**src/rtl/systolic_pkg.sv**
```systemverilog
// Shared types and helpers for the systolic array sequencer and its delay lines.
package systolic_pkg;

    typedef enum logic [2:0] {
        IDLE,
        WLOAD,
        WSHIFT,
        STREAM,
        DRAIN,
        DONE
    } state_t;

    // Cycles from an accepted activation beat to the matching r_valid.
    function automatic int calc_lat(input int array_dim, input int pe_latency);
        return (2 * array_dim - 1) * pe_latency + 1;
    endfunction

    // Low bit of lane 'lane' in a packed vector of 'width'-bit lanes.
    function automatic int lane_lo(input int lane, input int width);
        return lane * width;
    endfunction

endpackage

```
**src/rtl/systolic_skew_line.sv**
```systemverilog
// Fixed-depth DATA_SIZE-wide delay line, cleared on reset; DEPTH = 0 is a plain wire.
module systolic_skew_line #(
    parameter int DATA_SIZE = 32,
    parameter int DEPTH     = 0
) (
    input  logic                 clk,
    input  logic                 reset,
    input  logic [DATA_SIZE-1:0] din,
    output logic [DATA_SIZE-1:0] dout
);

    generate
        if (DEPTH == 0) begin : g_wire
            logic unused_clk_rst;
            assign unused_clk_rst = clk ^ reset;
            assign dout = din;
        end else begin : g_pipe
            logic [DATA_SIZE-1:0] stage [DEPTH];

            always_ff @(posedge clk or posedge reset) begin
                if (reset) begin
                    for (int i = 0; i < DEPTH; i++) stage[i] <= '0;
                end else begin
                    stage[0] <= din;
                    for (int i = 1; i < DEPTH; i++) stage[i] <= stage[i-1];
                end
            end

            assign dout = stage[DEPTH-1];
        end
    endgenerate

endmodule

```
**src/rtl/systolic_ctrl.sv**
```systemverilog
// Weight-stationary sequencer for an ARRAY_DIM^2 systolic grid; results appear calc_lat() cycles after each accepted vector.
// r_valid has no backpressure (the array never stalls); SYSTOLIC_CTRL_PERF_EN adds perf_cycles/perf_bubbles counters.
module systolic_ctrl
    import systolic_pkg::*;
#(
    parameter int DATA_SIZE  = 32,
    parameter int ARRAY_DIM  = 4,
    parameter int PE_LATENCY = 4,
    parameter int CNT_W      = 16
) (
    input  logic                           clk,
    input  logic                           reset,
    input  logic                           start,
    input  logic [CNT_W-1:0]               num_vecs,
    output logic                           busy,
    output logic                           done,
    input  logic                           w_valid,
    output logic                           w_ready,
    input  logic [DATA_SIZE*ARRAY_DIM-1:0] w_data,
    input  logic                           a_valid,
    output logic                           a_ready,
    input  logic [DATA_SIZE*ARRAY_DIM-1:0] a_data,
    output logic [ARRAY_DIM-1:0]           arr_enable,
    output logic [ARRAY_DIM-1:0]           arr_ld_weight,
    output logic [DATA_SIZE*ARRAY_DIM-1:0] arr_top_sum,
    output logic [DATA_SIZE*ARRAY_DIM-1:0] arr_left_data,
    input  logic [DATA_SIZE*ARRAY_DIM-1:0] arr_bottom_sum,
    output logic                           r_valid,
    output logic [DATA_SIZE*ARRAY_DIM-1:0] r_data
`ifdef SYSTOLIC_CTRL_PERF_EN
    ,
    output logic [31:0]                    perf_cycles,
    output logic [31:0]                    perf_bubbles
`endif
);

    localparam int VW       = DATA_SIZE * ARRAY_DIM;
    localparam int ROW_W    = (ARRAY_DIM > 1) ? $clog2(ARRAY_DIM) : 1;
    localparam int LAT      = calc_lat(ARRAY_DIM, PE_LATENCY);
    localparam int VP_DEPTH = LAT - 1;

    state_t               state;
    logic [CNT_W-1:0]     vec_target;
    logic [CNT_W-1:0]     beat_cnt;
    logic [ROW_W-1:0]     row_cnt;
    logic [VW-1:0]        wbuf [ARRAY_DIM];
    logic [VP_DEPTH-1:0]  vpipe;
    logic                 vpipe_empty;
    logic                 accept;
    logic [VW-1:0]        inj_data;
    logic [VW-1:0]        deskew;

    assign accept      = a_valid && a_ready;
    assign inj_data    = accept ? a_data : '0;
    assign vpipe_empty = (vpipe == '0);

    always_ff @(posedge clk or posedge reset) begin
        if (reset) begin
            state         <= IDLE;
            vec_target    <= '0;
            beat_cnt      <= '0;
            row_cnt       <= '0;
            busy          <= 1'b0;
            done          <= 1'b0;
            w_ready       <= 1'b0;
            a_ready       <= 1'b0;
            arr_enable    <= '0;
            arr_ld_weight <= '0;
        end else begin
            done <= 1'b0;
            case (state)
                IDLE: begin
                    if (start) begin
                        vec_target <= num_vecs;
                        beat_cnt   <= '0;
                        row_cnt    <= '0;
                        busy       <= 1'b1;
                        w_ready    <= 1'b1;
                        state      <= WLOAD;
                    end
                end
                WLOAD: begin
                    if (w_valid) begin
                        if (row_cnt == ROW_W'(ARRAY_DIM - 1)) begin
                            row_cnt       <= '0;
                            w_ready       <= 1'b0;
                            arr_enable    <= '1;
                            arr_ld_weight <= '1;
                            state         <= WSHIFT;
                        end else begin
                            row_cnt <= row_cnt + 1'b1;
                        end
                    end
                end
                WSHIFT: begin
                    if (row_cnt == ROW_W'(ARRAY_DIM - 1)) begin
                        row_cnt       <= '0;
                        arr_ld_weight <= '0;
                        if (vec_target == '0) begin
                            done       <= 1'b1;
                            arr_enable <= '0;
                            state      <= DONE;
                        end else begin
                            a_ready <= 1'b1;
                            state   <= STREAM;
                        end
                    end else begin
                        row_cnt <= row_cnt + 1'b1;
                    end
                end
                STREAM: begin
                    if (accept) begin
                        beat_cnt <= beat_cnt + 1'b1;
                        if (beat_cnt == vec_target - 1'b1) begin
                            a_ready <= 1'b0;
                            state   <= DRAIN;
                        end
                    end
                end
                DRAIN: begin
                    if (vpipe_empty) begin
                        done       <= 1'b1;
                        arr_enable <= '0;
                        state      <= DONE;
                    end
                end
                DONE: begin
                    busy  <= 1'b0;
                    state <= IDLE;
                end
                default: state <= IDLE;
            endcase
        end
    end

    // Weight buffer holds data only; it is always fully rewritten before use.
    always_ff @(posedge clk) begin
        if (state == WLOAD && w_valid && w_ready) wbuf[row_cnt] <= w_data;
    end

    // Last row goes in first so that row r settles in PE row r after ARRAY_DIM shifts.
    always_comb begin
        arr_top_sum = '0;
        if (state == WSHIFT) arr_top_sum = wbuf[ROW_W'(ARRAY_DIM - 1) - row_cnt];
    end

    genvar g;
    generate
        for (g = 0; g < ARRAY_DIM; g++) begin : g_lane
            systolic_skew_line #(
                .DATA_SIZE (DATA_SIZE),
                .DEPTH     (g * PE_LATENCY)
            ) u_in_skew (
                .clk   (clk),
                .reset (reset),
                .din   (inj_data[lane_lo(g, DATA_SIZE) +: DATA_SIZE]),
                .dout  (arr_left_data[lane_lo(g, DATA_SIZE) +: DATA_SIZE])
            );

            systolic_skew_line #(
                .DATA_SIZE (DATA_SIZE),
                .DEPTH     ((ARRAY_DIM - 1 - g) * PE_LATENCY)
            ) u_out_deskew (
                .clk   (clk),
                .reset (reset),
                .din   (arr_bottom_sum[lane_lo(g, DATA_SIZE) +: DATA_SIZE]),
                .dout  (deskew[lane_lo(g, DATA_SIZE) +: DATA_SIZE])
            );
        end
    endgenerate

    // Valid tokens travel alongside the data, so the pipe empties exactly when the last result has been emitted.
    always_ff @(posedge clk or posedge reset) begin
        if (reset) begin
            vpipe   <= '0;
            r_valid <= 1'b0;
            r_data  <= '0;
        end else begin
            vpipe   <= {vpipe[VP_DEPTH-2:0], accept};
            r_valid <= vpipe[VP_DEPTH-1];
            if (vpipe[VP_DEPTH-1]) r_data <= deskew;
        end
    end

`ifdef SYSTOLIC_CTRL_PERF_EN
    always_ff @(posedge clk or posedge reset) begin
        if (reset) begin
            perf_cycles  <= '0;
            perf_bubbles <= '0;
        end else if (state == IDLE && start) begin
            perf_cycles  <= '0;
            perf_bubbles <= '0;
        end else begin
            if (busy) perf_cycles <= perf_cycles + 1'b1;
            if (state == STREAM && !accept) perf_bubbles <= perf_bubbles + 1'b1;
        end
    end
`endif

endmodule
```
**config.mk**
```make
export PLATFORM = sky130hd
export DESIGN_NAME = systolic_ctrl
export DESIGN_NICKNAME = d
export VERILOG_FILES = /design/src/rtl/systolic_pkg.sv /design/src/rtl/systolic_skew_line.sv /design/src/rtl/systolic_ctrl.sv
export SDC_FILE = /design/constraint.sdc
export NUM_CORES = 2
export LEC_CHECK = 0
export ABC_AREA = 1
export CORE_MARGIN = 2
export CORE_UTILIZATION = 50
export DETAILED_ROUTE_END_ITERATION = 12
export GPL_TIMING_DRIVEN = 0
export PLACE_DENSITY = 0.86
export SYNTH_ARGS = -nofsm -noshare
export SYNTH_HDL_FRONTEND = slang
export SYNTH_HIERARCHICAL = 1
export SYNTH_SLANG_ARGS = --single-unit
```
**constraint.sdc**
```tcl
create_clock -name clk -period 12.53 [get_ports clk]
set_input_delay 1.8795 -clock clk [delete_from_list [all_inputs] [get_ports clk]]
set_output_delay 1.8795 -clock clk [all_outputs]
set_load 0.05 [all_outputs]
```
### Yosys cells after proc, flatten, opt, wreduce, memory -nomap -nowiden

Memories as Yosys holds them, arrays and structs flattened.
Index checks and enable logic that the tools add are counted.

| word-level totals | value |
|---|---|
| output and inout port bits | 397 |
| logic and storage cells | 146 |
| memory bits (writable) | 512 |
| input bits | 405 |
| register bits | 1742 |
| memories | 1 |

Memories:

| name | words | width | read ports | clocked after memory_dff | write ports | RTL line | source |
|---|---|---|---|---|---|---|---|
| wbuf | 4 | 128 | 1 | 0 | 1 | systolic_ctrl.sv:46 | `logic [VW-1:0] wbuf [ARRAY_DIM];` |

| cells by class | value |
|---|---|
| reduce and logical (&&, ||, !) cells | 22 |
| muxes and demuxes | 42 |
| eq/ne operators | 16 |
| add/subtract/negate cells | 4 |

Operators by type and width:

| kind | count |
|---|---|
| $mux W128 | 2 |
| $mux W16 | 2 |
| $pmux W16 S2 | 1 |
| $logic_not A28 Y1 | 1 |
| $mux W3 | 8 |
| $mux W4 | 6 |
| $ne A2 B2 Y1 const B | 9 |
| $add A16 B1 Y16 const B | 1 |
| $eq A16 B16 Y1 | 1 |
| $logic_not A16 Y1 | 1 |
| $sub A16 B1 Y16 const B | 1 |
| $pmux W3 S5 | 1 |
| $mux W1 | 12 |
| $pmux W4 S3 | 1 |
| $reduce_bool A2 Y1 | 5 |
| $pmux W1 S2 | 4 |
| $pmux W4 S2 | 1 |
| $reduce_and A4 Y1 | 2 |
| $reduce_and A7 Y1 | 1 |
| $eq A3 B2 Y1 const B | 2 |
| $eq A3 B3 Y1 const B | 2 |
| $mux W2 | 3 |
| $pmux W2 S3 | 1 |
| $reduce_and A3 Y1 | 2 |
| 10 further kinds | 14 |

### Logic depth before layout (Yosys ltp)

| depth | value |
|---|---|
| word-level depth | 5 |
| gate-level depth with buffers | 16 |
| gate-level depth less buffers | 16 |

### Cells and area by module

Netlist, hierarchy kept.

By module, submodules not included:

| module | cells each | area an instance (um2) | seq. area each (um2) | times used |
|---|---|---|---|---|
| systolic_ctrl | 2503 | 29021.6 | 20379.5 | 1 |
| systolic_skew_line at g_lane[0].u_out_deskew ... | 417 | 9853.2 | 9609.2 | 2 |
| systolic_skew_line at g_lane[1].u_out_deskew ... | 289 | 6650.1 | 6406.1 | 2 |
| systolic_skew_line at g_lane[1].u_in_skew ... | 161 | 3447.1 | 3203.1 | 2 |
| systolic_skew_line at g_lane[0].u_in_skew ... | 32 | 240.2 | 0.0 | 2 |

### Least setup slack after synthesis

OpenSTA, ideal clock, no wires.

| path | value |
|---|---|
| path type | input to register |
| start | input w_valid |
| end | memory wbuf[0][0] (netlist bit), enable pin |
| setup slack | 4561 ps |
| arrival time | 7351 ps |
| stages on the path | 2 |
| data required time | 11913 ps |
| path buffers | 0 |
| setup time | 617 ps |
| cell sequence | nand3_1 -> nor2_1 |

| between the ends | value |
|---|---|
| cells in the longest elaborated chain, start to end | 4 |

RTL lines:

| item | RTL line | source |
|---|---|---|
| start: declaration | systolic_ctrl.sv:17 | `input logic w_valid,` |
| $logic_and A1 B1 Y1 (2 in a row) | systolic_ctrl.sv:138 | `if (state == WLOAD && w_valid && w_ready) wbuf[row_cnt] <= w_data;` |
| $mux W1 | systolic_ctrl.sv:138 |  |
| $mux W1 (not written as such) | systolic_ctrl.sv:138 |  |
| end: declaration | systolic_ctrl.sv:46 |  |

Every way passes these cells.

### Worst setup path after layout

| path | value |
|---|---|
| start | input a_valid |
| end | output arr_left_data[18] |

| between the ends | value |
|---|---|
| cells in the longest elaborated chain, start to end | 2 |

RTL lines:

| item | RTL line | source |
|---|---|---|
| start: declaration | systolic_ctrl.sv:20 | `input logic a_valid,` |
| $logic_and A1 B1 Y1 | systolic_ctrl.sv:53 | `assign accept = a_valid && a_ready;` |
| $mux W128 | systolic_ctrl.sv:54 | `assign inj_data = accept ? a_data : '0;` |
| end: declaration | systolic_ctrl.sv:26 | `output logic [DATA_SIZE*ARRAY_DIM-1:0] arr_left_data,` |

Every way passes these cells.

==> qor.yml <==
synthesis:
  yosysSeqAreaShare_pct: 84.75
  synth_common_cells: "dfrtp_1 (1736), nor2_1 (688), edfxtp_1 (512), o21ai_0 (278), buf_4 (262)"
  synth-compound-area-share_pct: 3.070
  synth_edf_count: 512
  synthMuxAreaShare_pct: 2.091
  async_reset_ff_share_pct: 77.22
  synth_cells: 4301
  yosysTopAreaCell: "dfrtp_1"
  synth_nets: 4712
  synth_top_family_by_area: "simple AND/OR/NAND/NOR gates"
  synth-simple-area-share_pct: 5.151
  synth-adder-area-share_pct: 0.1082
  yosysUniqueCellTypes: 43
  synth-xor-area-share_pct: 0.2145
  synth_top_area_share_pct: 62.59
  dominantRegCellSynth: "dfrtp_1"
  yosysWarnings: 6
  synth.most_common_cell: "dfrtp_1"
  synth.area.top_cells: "dfrtp_1 (63%), edfxtp_1 (22%), nor2_1 (3.7%)"
  avgSynthCellArea_um2: 16.14
  synth-seq-cells: 2248
  synth_area_um2: 69400
sta:
  finClkSkew_ns: 0.05136
  worst_pin_slew_ns: 1.387
  relSlewSlack_pct: 7.247
  fin_crit_sh_pct: 55.36
  period_minus_slack_ns: 6.936
  rsz0062_at_grt: "no"
  maxSlewViolCount: 0
  timing.fmax_mhz: 144.2
  tns_ns: 0
  final_hold_viol_count: 0
  setup_viol_count_final: 0
grt:
  overflow: 0
  antenna_found_initial: 53
  grt_pass1_vias: 41510
  grt_pass1_wl_um: 266900
  grt_max_degree: 138
  grt_usage_pct: 25.89
die:
  core_um2: 137700
  die-height_um: 376.6
  initial_core_util_pct: 50.42
  ios: 802
  rows: 136
  dieArea_um2: 141800
  fp.dieW_um: 376.6
worst_setup_path:
  path_cells: "clkdlybuf4s50_1 -> nand2_1 -> clkbuf_1 -> clkbuf_1 -> nor2_1 -> buf_4 -> clkdlybuf4s50_1"
  cpMaxStageDelayCell: "clkdlybuf4s50_1"
  cpPeakStageDelay_ns: 0.71
  start_kind: "input port"
  worstSetupPathType: "in -> out"
  path_max_fanout: 10
  cp.required_ns: 10.65
  arrival_ns: 5.06
  cp-end-kind: "primary output"
routing:
  num_vias: 37550
  met2_wirelength_um: 96820
  postRouteAntennaNets: 0
  wl_met3_um: 15540
  topRoutingLayerUsed: "met5"
  drt_iter0_markers: 3803
  avgRoutedWirePerCell_um: 24.84
  routed_wl_um: 181800
  dr.pass1.iters: 6
  drc_errors: 0
  viasPerCell: 5.130
  wl_met1_um: 59410
flow_run:
  cap_viol_max_count: 0
min_path:
  worstHoldPathType: "reg -> reg"
power:
  static-leakage-power_nw: 37.95
  max-vdd-ir-drop_v: 0.0001596
  powerDensity_nw_per_um2: 214.1
clock_tree:
  cts_made_buffers: 202
  clk-insertion-delay-late_ns: 0.83
  cts_setup_buffers: 0
  clock_sinks: 2248
  clk_path_buf_depth: 3
  clkTransAtPathRegs_ns: 0.06
  cts_root_buffer: "clkbuf_16"
  cts_max_level: 4
  cts_resized: 0
  ctsHoldBuffers: 0
  cts_tree: "built"
place:
  globalplace.congestion: 0.8601
  io_buffers: 769
  numPlacedInstances: 6906
  place_hpwl_um: 114900
finish:
  area_growth_pct: 25.90
  stdcell_count: 7319
  nets: 5727
  drive_above_1_share_pct: 14.77
outcome:
  status: "finished clean"
critical path: cells and delay by family:
family | cells | cell delay (ns)
buffers and inverters | 5 | 2.54
AND/OR/NAND/NOR | 2 | 0.61
state kept, by name (all words and copies together), names as in the netlist, 2 cells and up:
signal and flops:
row_cnt 2, vec_target 16, g_lane.u_in_skew/g_pipe.stage 672, r_data 128, vpipe 28, beat_cnt 16
state 3, g_lane.u_in_skew/dout 96, g_lane.u_out_deskew/dout 96, g_lane.u_out_deskew/g_pipe.stage 672, wbuf 512
final timing paths:
kind,from,end,slack [ns],cells after the start
setup / recovery,a_valid,arr_left_data[18],5.59,7
hold / removal,g_lane[0].u_out_deskew/g_pipe.stage[67],g_lane[0].u_out_deskew/g_pipe.stage[35],0.31,0
setup reg to reg,row_cnt[0],wbuf[0][74],8.69,10
hold reg to reg,g_lane[0].u_out_deskew/g_pipe.stage[67],g_lane[0].u_out_deskew/g_pipe.stage[35],0.31,0
max in group asynchronous,reset,g_lane[0].u_out_deskew/g_pipe.stage[330],8.43,6
min in group asynchronous,reset,g_lane[2].u_out_deskew/g_pipe.stage[86],2.37,2
cells in the final DEF (no fill, tap or decap), drive strengths merged, types with 5 or more instances in the layout:
| cell type | count |
|---|---|
| a21oi | 141 |
| buf | 341 |
| bufinv | 16 |
| clkbuf | 387 |
| clkdlybuf4s50 | 769 |
| clkinv | 52 |
| clkinvlp | 5 |
| dfrtp | 1736 |
| diode | 41 |
| edfxtp | 512 |
| ha | 6 |
| inv | 195 |
| mux2 | 128 |
| nand2 | 141 |
| nand3 | 26 |
| nand4 | 6 |
| nor2 | 696 |
| nor3 | 8 |
| nor4 | 7 |
| o21ai | 279 |
| xnor2 | 8 |
| xor2 | 9 |
cells by family (layout without fill, tap and decap cells):
logic type | count (synthesis) | after routing
AOI/OAI and AO/OA | 424 | 424
muxes | 129 | 129
xor gates and xnor gates | 17 | 17
buffers and inverters | 582 | 1765
DFF | 2248 | 2248
adders and majority gates | 6 | 6
other | 0 | 41
and+or+nand+nor | 895 | 895
metrics by stage:
stage | utilization, % | worst slack (ns) | hold WS, ns | power, mW | area (um^2)
after floorplan | - | 3.609 | 0.3312 | 10.79 | 69410
after global placement | 57.64 | -0.3405 | 0.3310 | 12.17 | 79350
after detailed placement | 58.35 | 5.689 | 0.3347 | 12.35 | 80320
after CTS | 63.40 | 5.599 | 0.3089 | 18.80 | 87270
after global routing | 63.46 | 5.487 | 0.3242 | 19.37 | 87360
final | 63.47 | 5.594 | 0.3129 | 18.71 | 87380
power breakdown:
| group | switching [mW] | leakage (nW) | internal, mW |
|---|---|---|---|
| Clock | 2.79 | 3.39 | 3.61 |
| Sequential | 0.300 | 25.9 | 8.08 |
| Combinational | 2.73 | 8.71 | 1.20 |
| Total | 5.82 | 38.0 | 12.9 |
cell type report:
| type | count | area [um^2] |
|---|---|---|
| fillers | 8673 | 50290 |
| clock inverters | 80 | 1097 |
| repair buffers | 811 | 8606 |
| well taps | 1794 | 2245 |
| multi-input cells | 1471 | 7411 |
| clock buffers | 292 | 5852 |
| plain buffers | 394 | 2497 |
| flip-flops and latches | 2248 | 58820 |
| diodes | 41 | 102.6 |
| inverters | 188 | 748.2 |
per-layer routing:
layer | GRT usage [%] | up-vias
met3 | 7.229 | 528
li1 | - | 15830
met1 | 28.26 | 19150
met2 | 45.74 | 2002
met5 | 0 | -
met4 | 13.87 | 32
Note: power is estimated with default switching activity, not from simulation.
